## src/rtl/alu_design_if.sv

```systemverilog
// Operand/opcode bus and registered result bus for alu_design.
// Index 0 is the MSB on A, B and C.
interface alu_design_if;
  logic       ALU_en;
  logic [0:4] A;
  logic [0:4] B;
  logic       a_en;
  logic [2:0] a_op;
  logic       b_en;
  logic [1:0] b_op;
  logic [0:5] C;
  logic       C_en;

  modport master (output ALU_en, A, B, a_en, a_op, b_en, b_op, input  C, C_en);
  modport slave  (input  ALU_en, A, B, a_en, a_op, b_en, b_op, output C, C_en);
endinterface

```

## src/rtl/alu_design.sv

```systemverilog
// Small signed ALU: 5-bit operands sign-extended to 6 bits, three operation
// sets chosen by a_en/b_en, result registered one cycle after sampling.
module alu_design (
  input  logic         clk,
  input  logic         rst_n,
  alu_design_if.slave  bus
);

  logic signed [5:0] a_ext_s;
  logic signed [5:0] b_ext_s;
  logic signed [5:0] result_s;
  logic              legal_s;
  logic [5:0]        c_r;
  logic              c_en_r;

  // The MSB lives at index 0, so replicating bit 0 sign-extends.
  assign a_ext_s = {bus.A[0], bus.A};
  assign b_ext_s = {bus.B[0], bus.B};

  // Decode the active operation set and compute the result; unused opcode
  // fields never reach the selected branch.
  always_comb begin
    result_s = 6'sd0;
    legal_s  = 1'b0;
    case ({bus.a_en, bus.b_en})
      2'b10: begin
        legal_s = 1'b1;
        case (bus.a_op)
          3'd0:    result_s = a_ext_s + b_ext_s;
          3'd1:    result_s = a_ext_s - b_ext_s;
          3'd2:    result_s = a_ext_s ^ b_ext_s;
          3'd3:    result_s = a_ext_s & b_ext_s;
          3'd4:    result_s = a_ext_s | b_ext_s;
          3'd5:    result_s = ~(a_ext_s ^ b_ext_s);
          default: begin
            result_s = 6'sd0;
            legal_s  = 1'b0;
          end
        endcase
      end
      2'b01: begin
        legal_s = 1'b1;
        case (bus.b_op)
          2'd0:    result_s = ~(a_ext_s & b_ext_s);
          2'd1:    result_s = a_ext_s + b_ext_s;
          2'd2:    result_s = a_ext_s + b_ext_s;
          default: begin
            result_s = 6'sd0;
            legal_s  = 1'b0;
          end
        endcase
      end
      2'b11: begin
        legal_s = 1'b1;
        case (bus.b_op)
          2'd0:    result_s = a_ext_s ^ b_ext_s;
          2'd1:    result_s = ~(a_ext_s ^ b_ext_s);
          2'd2:    result_s = a_ext_s - 6'sd1;
          default: result_s = b_ext_s + 6'sd2;
        endcase
      end
      default: begin
        result_s = 6'sd0;
        legal_s  = 1'b0;
      end
    endcase
  end

  // Output registers: illegal ops clear C, a disabled cycle holds C.
  always_ff @(posedge clk or negedge rst_n) begin
    if (!rst_n) begin
      c_r    <= 6'd0;
      c_en_r <= 1'b0;
    end else if (bus.ALU_en) begin
      c_r    <= legal_s ? result_s : 6'd0;
      c_en_r <= legal_s;
    end else begin
      c_r    <= c_r;
      c_en_r <= 1'b0;
    end
  end

  assign bus.C    = c_r;
  assign bus.C_en = c_en_r;

endmodule

```

## src/flat_wrapper.sv

```systemverilog
// flat-port wrapper written by rule: the top's interface ports become plain ports
module alu_design_flat 
  (clk, rst_n, bus_ALU_en, bus_A, bus_B, bus_a_en, bus_a_op, bus_b_en, bus_b_op, bus_C, bus_C_en);
  alu_design_if bus_i ();
  input  logic clk;
  input  logic rst_n;
  input wire logic [$bits(bus_i.ALU_en)-1:0] bus_ALU_en;
  input wire logic [$bits(bus_i.A)-1:0] bus_A;
  input wire logic [$bits(bus_i.B)-1:0] bus_B;
  input wire logic [$bits(bus_i.a_en)-1:0] bus_a_en;
  input wire logic [$bits(bus_i.a_op)-1:0] bus_a_op;
  input wire logic [$bits(bus_i.b_en)-1:0] bus_b_en;
  input wire logic [$bits(bus_i.b_op)-1:0] bus_b_op;
  output wire logic [$bits(bus_i.C)-1:0] bus_C;
  output wire logic [$bits(bus_i.C_en)-1:0] bus_C_en;
  assign bus_i.ALU_en = bus_ALU_en;
  assign bus_i.A = bus_A;
  assign bus_i.B = bus_B;
  assign bus_i.a_en = bus_a_en;
  assign bus_i.a_op = bus_a_op;
  assign bus_i.b_en = bus_b_en;
  assign bus_i.b_op = bus_b_op;
  assign bus_C = bus_i.C;
  assign bus_C_en = bus_i.C_en;
  alu_design u_core (.clk(clk), .rst_n(rst_n), .bus(bus_i));
endmodule
```

## config.mk

```make
export PLATFORM = sky130hd
export DESIGN_NAME = alu_design_flat
export DESIGN_NICKNAME = d
export VERILOG_FILES = /design/src/rtl/alu_design_if.sv /design/src/rtl/alu_design.sv /design/src/flat_wrapper.sv
export SDC_FILE = /design/constraint.sdc
export NUM_CORES = 1
export LEC_CHECK = 0
export ABC_AREA = 1
export BUFFER_PORTS_ARGS = -buffer_cell sky130_fd_sc_hd__buf_2
export CAP_MARGIN = 30
export CORE_MARGIN = 1
export CORE_UTILIZATION = 61
export DETAILED_ROUTE_END_ITERATION = 8
export PLACE_DENSITY = 0.86
export SLEW_MARGIN = 10
export SYNTH_ARGS = -nofsm -noshare
export SYNTH_HDL_FRONTEND = slang
export SYNTH_SLANG_ARGS = --single-unit
export TNS_END_PERCENT = 50
```

## constraint.sdc

```tcl
create_clock -name clk -period 1.32 [get_ports clk]
set_clock_uncertainty 0.05 [all_clocks]
set_input_delay 0.132 -clock clk [delete_from_list [all_inputs] [get_ports clk]]
set_output_delay 0.132 -clock clk [all_outputs]
set_load 0.005 [all_outputs]
```

# Yosys cells after proc, flatten, opt, wreduce, memory -nomap -nowiden
# Cells that the tools add are included.
[op_classes]
n_eq_ne = 10
n_mux = 9
n_bitwise = 5
n_addsub = 4
reduce_logical = 5
[ops]
columns = ["cell", "count"]
rows = [
  ["$pmux W6 S3", 2],
  ["$pmux W6 S6", 1],
  ["$not A6 Y6", 2],
  ["$pmux W6 S2", 1],
  ["$add A5 B3 Y6 const B", 1],
  ["$add A5 B5 Y6", 1],
  ["$eq A2 B2 Y1 const B", 3],
  ["$eq A3 B2 Y1 const B", 2],
  ["$eq A3 B3 Y1 const B", 2],
  ["$mux W6", 1],
  ["$reduce_or A6 Y1", 1],
  ["$sub A5 B2 Y6 const B", 1],
  ["$sub A5 B5 Y6", 1],
  ["$and A5 B5 Y5", 1],
  ["$or A5 B5 Y5", 1],
  ["$xor A5 B5 Y5", 1],
  ["$eq A2 B1 Y1 const B", 2],
  ["$eq A3 B1 Y1 const B", 1],
  ["$logic_not A3 Y1", 1],
  ["$mux W1", 3],
  ["$pmux W1 S3", 1],
  ["$reduce_or A3 Y1", 1],
  ["$logic_not A2 Y1", 1],
  ["$reduce_or A2 Y1", 1],
]
[totals]
elab_cells = 35
output_inout_bits = 7
reg_bits = 7
input_bits = 20

# Depth between registers and ports, before layout
[depth]
depth_word = 5
depth_mapped = 15
mapped_depth_nobuf = 14

# Least setup slack after synthesis
# OpenSTA, ideal clock, no wires.
[synth_path]
kind = "input to register"
startpoint = "in bus_A[0]"
endpoint = "reg u_core.c_r[4], in the netlist u_core.bus.C[1]"
setup_ns = 0.116
t_arrival_ns = 1.368
path_stages = 12
t_required_ns = 1.154
setup_slack_ns = -0.214
path_buffers = 0
path_cell_list = "inv_1 ha_1 inv_1 fa_1 nand3_1 nand3_1 nand3_1 nand3_1 nand2_1 nand3_1 nand2_1 nand2_1"
[synth_via]
elab_chain_cells = 4
elab_cells_between_ends = 8
classes_between = "add/sub: 3; mux: 5"
[synth_rtl]
columns = ["element", "line_no", "rtl"]
rows = [
  ["from (decl)", "flat_wrapper.sv:8", "input wire logic [$bits(bus_i.A)-1:0] bus_A;"],
  ["$sub A5 B5 Y6 (tied with other cells)", "alu_design.sv:30", "3'd1: result_s = a_ext_s - b_ext_s;"],
  ["$pmux W6 S6 (tied with other cells)", "alu_design.sv:28", "case (bus.a_op)"],
  ["$pmux W6 S3 *", "alu_design.sv:25", "case ({bus.a_en, bus.b_en})"],
  ["$mux W6 *", "alu_design.sv:75", "c_r <= legal_s ? result_s : 6'd0;"],
  ["to (signal assigned)", "alu_design.sv:75", ""],
  ["to (signal assigned)", "alu_design.sv:78", "c_r <= c_r;"],
  ["to (decl)", "alu_design.sv:13", "logic [5:0] c_r;"],
]
# Every way passes the cells marked *; elsewhere a longest branch is shown, timed or not.
# A chain may end at the register's enable or synchronous reset.

# Final worst setup path
[layout_path]
startpoint = "in bus_A[2]"
endpoint = "reg u_core.c_r[5], in the netlist u_core.bus.C[0]"
# Same word-level chain as after synthesis.

==> reports/qor.yml <==
placed_design:
  portBuffers: 26
  place_congestion: 1.04
  placed_area_sq_um: 1970
  post-dp-hpwl_mm: 4.10
finish:
  nFillCells: 67
  diodes: 0
  synthToLayoutAreaGrowth_pct: 44.8
  stdcell_area_sq_um: 2120
  nets: 353
  multi_input_area_sq_um: 1270
  drive_above_1_share_pct: 37.5
  seqCellArea_sq_um: 175
detailed_routing:
  vias: 2271
  drtPass1Iterations: 7
  totalWireLength_mm: 6.68
  viasPerCell: 6.74
  postRouteAntennaNets: 0
  drc: 0
  first_iter_violations: 250
  wire_per_inst_microns: 19.8
cts:
  clk_pin_slew_ps: 60
  cts_tree: "done"
  clock_latency_ps: 270
  clockRootBuffer: "clkbuf_4"
  clkSinkCount: 7
  cts.htree.levels: 1
  numCtsBuffers: 3
  clock_path_buffers: 2
worst_hold_path:
  hold_class: "in2reg"
  worstHoldPathCells: 3
timing:
  period_minus_slack_ps: 1590
  hold_viol: 0
  layout_setup_ws_ps: -275
  setup_viol: 6
  max_slew.worst_pin.slew_ps: 556
  rsz0062_at_grt: "yes"
  setup_tns_ps: -992
  finalMaxSlewViolations: 0
  fmax_ghz: 0.627
  finalCritPeriodShare_pct: 121
  finalHoldWorstSlack_ps: 127
  max-slew-margin-rel_pct: 62.8
grt:
  grt_pass1_wl_mm: 10.1
  grt_start_max_net_pins: 10
  grt-ovfl-total: 0
  track_usage_pct: 54.0
  grt_pass1_vias: 2193
  antenna_found_initial: 0
critical_path:
  max_stage_delay_ps: 270
  crit_type: "in2reg"
  reg2regPathDepth: 2
  critPathRequiredTime_ps: 1430
  cp_max_fo: 7
  worstPathArrival_ps: 1710
  crit_top_cell: "nand2_1"
  crit_slowest_cell: "ha_4"
  start_kind: "primary input"
  reg2reg_slack_ps: 590
  path_cells: "buf_2 -> inv_1 -> ha_4 -> inv_2 -> nand2_1 -> nand2_1 -> nand2_1 -> nand3_2 -> nand2_1 -> nand2_1 -> nand3_1 -> nand2_1 -> nand3_1 -> nand2_1 -> nand2_1"
  critPathCaptureType: "register"
yosys:
  synth_cell_types: 33
  syn_avg_cell_area_sq_um: 6.18
  synth-main-ff-cell: "dfrtp_1"
  synth_cells: 237
  syn-num-nets: 280
  ys_ff_latch: 7
  yosysWarningCount: 0
  syn_area_sq_um: 1470
  ys_seq_area_share_pct: 12.0
  synth_edf_count: 0
  async_flop_share_pct: 100
floorplan:
  dieArea_sq_um: 2600
  design.core.area_sq_um: 2230
  boundaryPins: 27
  rows: 17
  die_w_microns: 51.0
  start_util_pct: 65.6
  die_h_microns: 51.0
run_status:
  violations: "negative setup slack"
  status: "complete, but fails checks"
pwr:
  max-vdd-ir-drop_v: 0.000632
  p_leak_nw: 1.15
  power_density_nw_per_um2: 616
flow_run:
  maxCapViolCount: 0
==> cell usage after synthesis, drive strengths merged, types with 2 or more instances <==
cell / count / area (sq um)
nor2: 16 / 70.1
nand2: 69 / 264
buf: 2 / 18.8
o22ai: 6 / 43.8
dfrtp: 7 / 175
a21oi: 11 / 58.8
nand4: 2 / 12.5
o21ai: 16 / 83.8
inv: 35 / 131
or2: 2 / 12.5
o211ai: 4 / 30.0
a31oi: 2 / 12.5
fa: 2 / 40.0
nand3b: 2 / 15.0
nand3: 33 / 180
ha: 21 / 263
==> cell usage in the layout, fill, tap and decap left out, types with 3 or more instances in the layout <==
master | netlist | layout
nand2_1 | 67 | 66
nor2_1 | 14 | 10
a21oi_1 | 10 | 10
o21ai_0 | 12 | 12
inv_1 | 28 | 24
clkbuf_4 | 0 | 3
dfrtp_1 | 7 | 7
ha_4 | 0 | 5
o22ai_1 | 5 | 5
o21ai_1 | 3 | 3
o211ai_1 | 4 | 4
nand3_2 | 3 | 8
ha_1 | 21 | 15
buf_4 | 1 | 42
inv_2 | 7 | 9
buf_2 | 0 | 25
nand2_2 | 2 | 3
nand3_1 | 30 | 25
nor2_2 | 1 | 5
==> metal layers <==
| metal | up-vias | global-route usage [%] | wire length, microns |
|---|---|---|---|
| met4 | 0 | 50.9 | 763 |
| met1 | 984 | 53.0 | 2160 |
| li1 | 939 | - | - |
| met5 | - | 0 | 0 |
| met2 | 249 | 83.6 | 2890 |
| met3 | 99 | 24.4 | 870 |
==> path summary, 6_finish.rpt <==
check / start / end
worst min register to register: u_core.bus.C[4]$_DFFE_PN0P_ / u_core.bus.C[4]$_DFFE_PN0P_
worst max register to register: u_core.bus.C[1]$_DFFE_PN0P_ / u_core.bus.C[1]$_DFFE_PN0P_
worst min-delay path: bus_ALU_en / u_core.bus.C[4]$_DFFE_PN0P_
worst max-delay path: bus_A[2] / u_core.bus.C[0]$_DFFE_PN0P_
max in group asynchronous: rst_n / u_core.bus.C[5]$_DFFE_PN0P_
min in group asynchronous: rst_n / u_core.bus.C_en$_DFF_PN0_
==> logic make-up after synthesis <==
| logic type | share of synthesized area (%) |
|---|---|
| flip-flops | 12.0 |
| XOR/XNOR | 0.598 |
| buffers and inverters | 10.2 |
| AO/OA/AOI/OAI | 17.8 |
| AND/OR/NAND/NOR | 38.7 |
| adder cells (fa/ha/maj) | 20.7 |
==> per-stage QoR <==
stage / setup slack [ps] / cells / util [%] / total power (W)
floorplan: -159 / 237 / - / 0.000634
global placement: -378 / 330 / 88.1 / 0.000900
detailed placement: -433 / 330 / 88.1 / 0.000927
CTS: -90.4 / 336 / 93.1 / 0.00118
global route: -370 / 337 / 95.0 / 0.00136
finish: -275 / 337 / 95.0 / 0.00131
==> critical path: cells and delay by family <==
kind          cells  cell delay, ps
buf+inv           3             380
simple gates     11             910
fa+ha+maj         1             270
==> repair_timing <==
item | CTS | global route
buffers inserted | 1 | 1
setup endpoints to repair | 6 | 6
hold buffers | 1 | 0
gates resized for setup | 12 | 12
pin swaps | 6 | 1
endpoints found under the hold margin | 7 | 0
==> power breakdown <==
part | internal (W) | switching (W) | leakage [nW]
Clock | 0.000117 | 0.000117 | 0.0150
Combinational | 0.000337 | 0.000481 | 1.04
Sequential | 0.000242 | 0.0000142 | 0.0909
Total | 0.000696 | 0.000612 | 1.15
==> sequential cells by signal, summed over array words and instances (netlist names) <==
register	cells
u_core.bus.C_en	1
u_core.bus.C	6
==> layout make-up <==
type	instances	area share (%)
clock buffer	4	1.24
timing repair buffer	70	22.5
inverter	35	6.49
sequential	7	8.25
multi-input combinational	193	59.9
tap	28	1.65
(Power assumes the default switching activity.)
